==> src/rtl/branch_sequencer.sv <==
// branch_sequencer: Bicc/CALL/JMPL next-PC selection with condition-code
// hazard stall, SPARC delay-slot annulment and a saturating taken-branch count.
module branch_sequencer #(
   parameter int CNT_W = 8
) (
   input  logic             Clk,
   input  logic             Clr,
   input  logic             ID_B_Instr,
   input  logic             ID_Call,
   input  logic             ID_Jmpl,
   input  logic             I29_a,
   input  logic [3:0]       I28_25,
   input  logic [3:0]       PSR_Out,
   input  logic             EX_LE,
   input  logic             Stall_In,
   output logic [1:0]       PC_Sel,
   output logic             Annul,
   output logic             CC_Stall,
   output logic [CNT_W-1:0] Taken_Cnt
);
   typedef enum logic [1:0] {RUN, CC_WAIT, DELAY} state_t;
   state_t state, nxt;
   logic base, taken, always_c, inc;
   // Low three bits pick the flag expression; cond[3] inverts it.
   always_comb begin
      base = 1'b0;
      case (I28_25[2:0])
         3'd1: base = PSR_Out[3];
         3'd2: base = PSR_Out[3] | (PSR_Out[2] ^ PSR_Out[0]);
         3'd3: base = PSR_Out[2] ^ PSR_Out[0];
         3'd4: base = PSR_Out[1] | PSR_Out[3];
         3'd5: base = PSR_Out[1];
         3'd6: base = PSR_Out[2];
         3'd7: base = PSR_Out[0];
         default: base = 1'b0;
      endcase
      taken = base ^ I28_25[3];
      always_c = I28_25[2:0] == 3'd0;
   end
   always_comb begin
      PC_Sel = 2'b00;
      Annul = 1'b0;
      CC_Stall = 1'b0;
      inc = 1'b0;
      nxt = state;
      if (!Clr && !Stall_In) begin
         case (state)
            DELAY: nxt = RUN;
            CC_WAIT: begin
               PC_Sel = taken ? 2'b01 : 2'b00;
               Annul = I29_a & (!taken | I28_25 == 4'b1000);
               inc = taken;
               nxt = DELAY;
            end
            default: begin
               if (ID_Jmpl) begin
                  PC_Sel = 2'b11;
                  nxt = DELAY;
               end else if (ID_Call) begin
                  PC_Sel = 2'b10;
                  nxt = DELAY;
               end else if (ID_B_Instr) begin
                  if (EX_LE && !always_c) begin
                     CC_Stall = 1'b1;
                     nxt = CC_WAIT;
                  end else begin
                     PC_Sel = taken ? 2'b01 : 2'b00;
                     Annul = I29_a & (!taken | I28_25 == 4'b1000);
                     inc = taken;
                     nxt = DELAY;
                  end
               end
            end
         endcase
      end
   end
   always_ff @(posedge Clk) begin
      if (Clr) begin
         state <= RUN;
         Taken_Cnt <= '0;
      end else begin
         state <= nxt;
         if (inc && Taken_Cnt != {CNT_W{1'b1}}) Taken_Cnt <= Taken_Cnt + 1'b1;
      end
   end
endmodule

==> config.mk <==
export PLATFORM = sky130hd
export DESIGN_NAME = branch_sequencer
export DESIGN_NICKNAME = d
export VERILOG_FILES = /design/src/rtl/branch_sequencer.sv
export SDC_FILE = /design/constraint.sdc
export NUM_CORES = 1
export LEC_CHECK = 0
export BUFFER_PORTS_ARGS = -buffer_cell sky130_fd_sc_hd__buf_2
export CAP_MARGIN = 40
export CORE_ASPECT_RATIO = 0.9
export CORE_MARGIN = 3
export CORE_UTILIZATION = 52
export CTS_CLUSTER_SIZE = 40
export DETAILED_ROUTE_END_ITERATION = 16
export GPL_ROUTABILITY_DRIVEN = 1
export PLACE_DENSITY = 0.83
export RECOVER_POWER = 25
export SLEW_MARGIN = 15
export SYNTH_ARGS = -nofsm -noshare
export SYNTH_HDL_FRONTEND = slang
export SYNTH_SLANG_ARGS = --single-unit
export TNS_END_PERCENT = 50
==> constraint.sdc <==
create_clock -name Clk -period 3.8 [get_ports Clk]
set_input_delay 0.38 -clock Clk [delete_from_list [all_inputs] [get_ports Clk]]
set_output_delay 0.38 -clock Clk [all_outputs]
set_load 0.03 [all_outputs]
# Yosys cells after proc, flatten, opt, wreduce, memory -nomap -nowiden
# Cells that the tools add are included.
[word_totals] ff_bits=10 output_inout_bits=12 input_bits=16
[op_classes] reduce_logical=11 n_bitwise=6 addsub=1 n_mux=31 eq_ne=11
[ops] cell="$mux 1" count=19
[ops] cell="$mux 2" count=7
[ops] cell="$eq 3x3->1 const B" count=4
[ops] cell="$add 8x1->8 const B" count=1
[ops] cell="$ne 8x8->1 const B" count=1
[ops] cell="$pmux 2 s2" count=2
[ops] cell="$pmux 1 s7" count=1
[ops] cell="$eq 3x2->1 const B" count=2
[ops] cell="$reduce_bool 5->1" count=1
[ops] cell="$eq 4x4->1 const B" count=1
[ops] cell="$logic_not 1->1" count=4
[ops] cell="$pmux 1 s2" count=2
[ops] cell="$eq 3x1->1 const B" count=1
[ops] cell="$logic_and 1x1->1" count=3
[ops] cell="$logic_not 3->1" count=1
[ops] cell="$or 1x1->1" count=3
[ops] cell="$eq 2x1->1 const B" count=1
[ops] cell="$eq 2x2->1 const B" count=1
[ops] cell="$reduce_and 2->1" count=1
[ops] cell="$reduce_or 2->1" count=1
[ops] cell="$xor 1x1->1" count=2
[ops] cell="$and 1x1->1" count=1

# Logic depth before layout (Yosys ltp)
[logic_depth] depth_word=13 mapped_depth=8

# Worst setup path before layout
# OpenSTA, ideal clock, no wires.
[synth_path] path_kind="input port to output port" start="input port I28_25[0]" end="output port PC_Sel[0]" n_path_buf=0 required_ns=3.420 slack_ns=1.208 t_arrival_ns=2.212 path_stages=6 cell_sequence="o21bai_1 > a21oi_1 > o31ai_4 > xnor2_1 > nand2_1 > a311oi_1"
[synth_via] elab_chain_len=10
[synth_lines] element="from (decl)" line_no="12" source="input logic [3:0] I28_25,"
[synth_lines] element="$eq 3x3->1 (tied with other cells)" line_no="27" source="case (I28_25[2:0])"
[synth_lines] element="$pmux 1 s7" line_no="27"
[synth_lines] element="$xor 1x1->1" line_no="37" source="taken = base ^ I28_25[3];"
[synth_lines] element="$mux 1" line_no="50, 67"
[synth_lines] element="$mux 1" line_no="63" source="if (EX_LE && !always_c) begin"
[synth_lines] element="$mux 1" line_no="62" source="end else if (ID_B_Instr) begin"
[synth_lines] element="$mux 2" line_no="59" source="end else if (ID_Call) begin"
[synth_lines] element="$mux 2" line_no="56" source="if (ID_Jmpl) begin"
[synth_lines] element="$pmux 2 s2 *" line_no="47" source="case (state)"
[synth_lines] element="$mux 2 *" line_no="46" source="if (!Clr && !Stall_In) begin"
[synth_lines] element="to (decl)" line_no="16" source="output logic [1:0] PC_Sel,"
# Mark *: on every way between the ends. The rest lies on a longest branch, timed or not.

# Final worst setup path
[layout_path] start="input port I28_25[2]" end="output port PC_Sel[0]"
# The elaborated chain is that of the path after synthesis.

==> run summary <==
• largest incremental delay on the critical path: 490 ps
• # IOs: 28
• Die Ht: 43.0 um
• most used cell along the critical path: sky130_fd_sc_hd__buf_2
• total half-perimeter wirelength after legalization and detailed placement: 1500 um
• Fin. Hold Viols: 0
• largest net degree at the start of global routing: 16
• Period minus WS final: 2560 ps
• top area cells in the synthesized netlist: sky130_fd_sc_hd__dfxtp_1, sky130_fd_sc_hd__ha_1, sky130_fd_sc_hd__nor3_1
• register-to-register setup slack: 1430 ps
• Hold-fix buffers, CTS: 0
• worst hold stages: 2
• worst-path cell chain: buf_2 -> mux2i_1 -> o32ai_2 -> o31ai_4 -> xnor2_1 -> nand2_1 -> a311oi_1 -> buf_2
• proportion of netlist area held by the largest area contributor: 25.4%
• max-slew violation count: 0
• Yosys reg bits: 10
• number of vias per cell after detailed routing: 5.93
• Antenna Diode Count: 0
• Synth warnings: 0
• largest area contributor in the synthesized netlist: sky130_fd_sc_hd__dfxtp_1
• net count after synthesis: 121
• final weighted congestion in routability-driven placement: 0.883
• via count: 854
• Highest Clock Rate: 391 MHz
• status: finished, final reports clean
• Critical Path Fanout Max: 7
• Leakage Power: 0.384 nW
• per-cell routed wire length: 13.5 um
• Total Die Area: 0.00202 mm2
• average size of a mapped cell: 7.74 um2
• launch point of the worst reg-to-reg path: state[0]
• Cell Area, Synth: 790 um2
• path type of the worst setup path: primary input to output pin
• root buffer cell: sky130_fd_sc_hd__clkbuf_4
• setup TNS: 0 ps
• drt pass-1 iters: 4
• number of distinct library cells after synthesis: 35
• unrepaired setup endpoints after global routing: no
• via count of the first global-routing pass: 691
• CTS tree: done
• Power Density: 246 mW/mm2
• Crit path buffers/inverters: 2
• final net count: 151
• sink of the worst hold path: state[1]
• most common flop cell mapped by yosys: sky130_fd_sc_hd__dfxtp_1
• number of buffers inserted by post-CTS setup repair: 0
• clock-pin slew of the registers on the worst-case setup and hold paths: 60 ps
• number of synthesized flops with an enable pin: 0
• Tot GR Track Use: 21.1%
• H-Tree Level Count: 1
• worst slew pin tran: 573 ps
• effective utilization at floorplan: 59.8%
• global route overflow: 0
• setup violators final: 0
• CTS Buffer Depth: 2
• critical path required time: 3420 ps
• leading cell type in the layout, fill and taps excluded: sky130_fd_sc_hd__buf_2
• proportion of synthesized chip area in sequential cells: 25.4%
• Final period util: 67.3%
• Inserted Clock Buffers: 3
• area growth from synthesis to final layout: 20.4%
• Initial DRC Count: 21
• most frequent cells in the layout: sky130_fd_sc_hd__buf_2, sky130_fd_sc_hd__dfxtp_1, sky130_fd_sc_hd__nor2_1
• Worst Setup Slack post-DPL: 1240 ps
• async set-reset flop share out of synthesis: 0%
• fraction of final layout cells sized beyond drive strength 1: 22.3%
• number of buffers added on ports: 27
• endpoint of the worst register-to-register path: Taken_Cnt[3]
• sort of element at the end of the critical path: output pin
• Total Routed Length: 1940 um
• gate count after technology mapping: 102
• TritonCTS sink count: 10
• highest ir drop seen on vdd: 269 uV
• Critical Path AT: 2180 ps
• antenna violations before repair: 0
• worst-skew pair later-pin latency: 260 ps
• clock skew: 1.04 ps
• Core ar.: 0.00132 mm2
• r2r worst-path depth: 8
• cell with the largest stage delay on the worst path: sky130_fd_sc_hd__xnor2_1
• kind of launch point of the worst setup path: primary input
• max-cap viol count: 0
• FP Rows: 12
• hold path startpoint: Clr
• worst min-delay path category: primary input to flip-flop
• Die Wd: 47.1 um
• number of routed nets with antenna violations: 0
• Crit path max-delay family: compound AO/OA/AOI/OAI gates
• tightest slew margin relative to the limit: 61.5%
• number of DRC violations after detailed routing: 0
• post-route worst setup slack: 1240 ps
• global-route wire length before repair: 3160 um
• post-cts resize count: 0
cells in the mapped netlist, types with 2 or more instances:
library cell	number
sky130_fd_sc_hd__nor3_1	7
sky130_fd_sc_hd__o21ai_0	7
sky130_fd_sc_hd__nand4_1	2
sky130_fd_sc_hd__nand2_1	7
sky130_fd_sc_hd__inv_1	6
sky130_fd_sc_hd__ha_1	3
sky130_fd_sc_hd__mux2i_1	2
sky130_fd_sc_hd__nand3_1	4
sky130_fd_sc_hd__nor2b_1	4
sky130_fd_sc_hd__dfxtp_1	10
sky130_fd_sc_hd__nand3b_1	2
sky130_fd_sc_hd__and3_1	2
sky130_fd_sc_hd__nor2_1	9
sky130_fd_sc_hd__clkbuf_1	2
sky130_fd_sc_hd__a21oi_1	6
sky130_fd_sc_hd__or3_1	3
sky130_fd_sc_hd__nor3b_1	4
sky130_fd_sc_hd__xnor2_1	3
sky130_fd_sc_hd__o31ai_1	2
sky130_fd_sc_hd__nand2b_1	2
kinds of logic after synthesis:
group | after synthesis | share of synthesized area [%]
flops | 10 | 25.4
buf+inv | 8 | 3.80
mux | 3 | 4.28
xor+xnor | 4 | 4.44
simple gates | 49 | 33.8
fa+ha+maj | 3 | 4.75
compound gates | 25 | 23.6
report_power, final:
| group | switching, mW | total [mW] | internal [mW] |
|---|---|---|---|
| logic | 0.0340 | 0.0573 | 0.0233 |
| clock network | 0.0333 | 0.0697 | 0.0365 |
| registers | 0.000949 | 0.107 | 0.106 |
| total | 0.0683 | 0.234 | 0.166 |
worst register-to-register path, delay by kind of cell, from the launching register on:
kind	cells	cell delay (ps)
and+or+nand+nor	3	960
muxes	1	190
adders and majority gates	1	360
DFF	1	360
buffers and inverters	1	50
AOI/OAI and AO/OA	2	380
metrics by stage:
stage          power (mW)  area, um2  cells  hold slack, ps  utilization, %
2_1_floorplan       0.146        790    102             484               -
3_3_place_gp        0.165        935    141             505            70.7
3_5_place_dp        0.166        935    141             515            70.7
4_1_cts             0.235        957    144             465            72.4
5_1_grt             0.249        951    144             487            72.0
6_report            0.234        951    144             468            72.0
layer usage:
| metal | part of all wire (%) | vias up | global-route usage, % |
|---|---|---|---|
| li1 | - | 439 | - |
| met1 | 46 | 386 | 33.1 |
| met2 | 45 | 29 | 29.0 |
| met3 | 8.1 | 0 | 7.63 |
| met4 | 0 | 0 | 0 |
| met5 | 0 | - | 0 |
state kept, by name, indices dropped and copies added, names as in the netlist:
register   flops
state          2
Taken_Cnt      8
how the worst max path moves through the flow:
stage               from   endpoint  slack [ps]  depth (start not counted)
2_1_floorplan  I28_25[0]  PC_Sel[0]        1210                          6
4_1_cts        I28_25[2]  PC_Sel[0]        1240                          8
3_3_place_gp   I28_25[0]  PC_Sel[0]        1350                          8
5_1_grt        I28_25[2]  PC_Sel[0]        1040                          8
3_5_place_dp   I28_25[2]  PC_Sel[0]        1240                          8
6_report       I28_25[2]  PC_Sel[0]        1240                          8
final cells by class:
type | count | area [um2]
multi-input combinational | 84 | 559
sequential | 10 | 200
inverter | 6 | 22.5
fill | 116 | 370
timing repair buffer | 27 | 129
tap | 14 | 17.5
clock buffer | 3 | 22.5
Note: power is estimated with default switching activity, not from simulation.
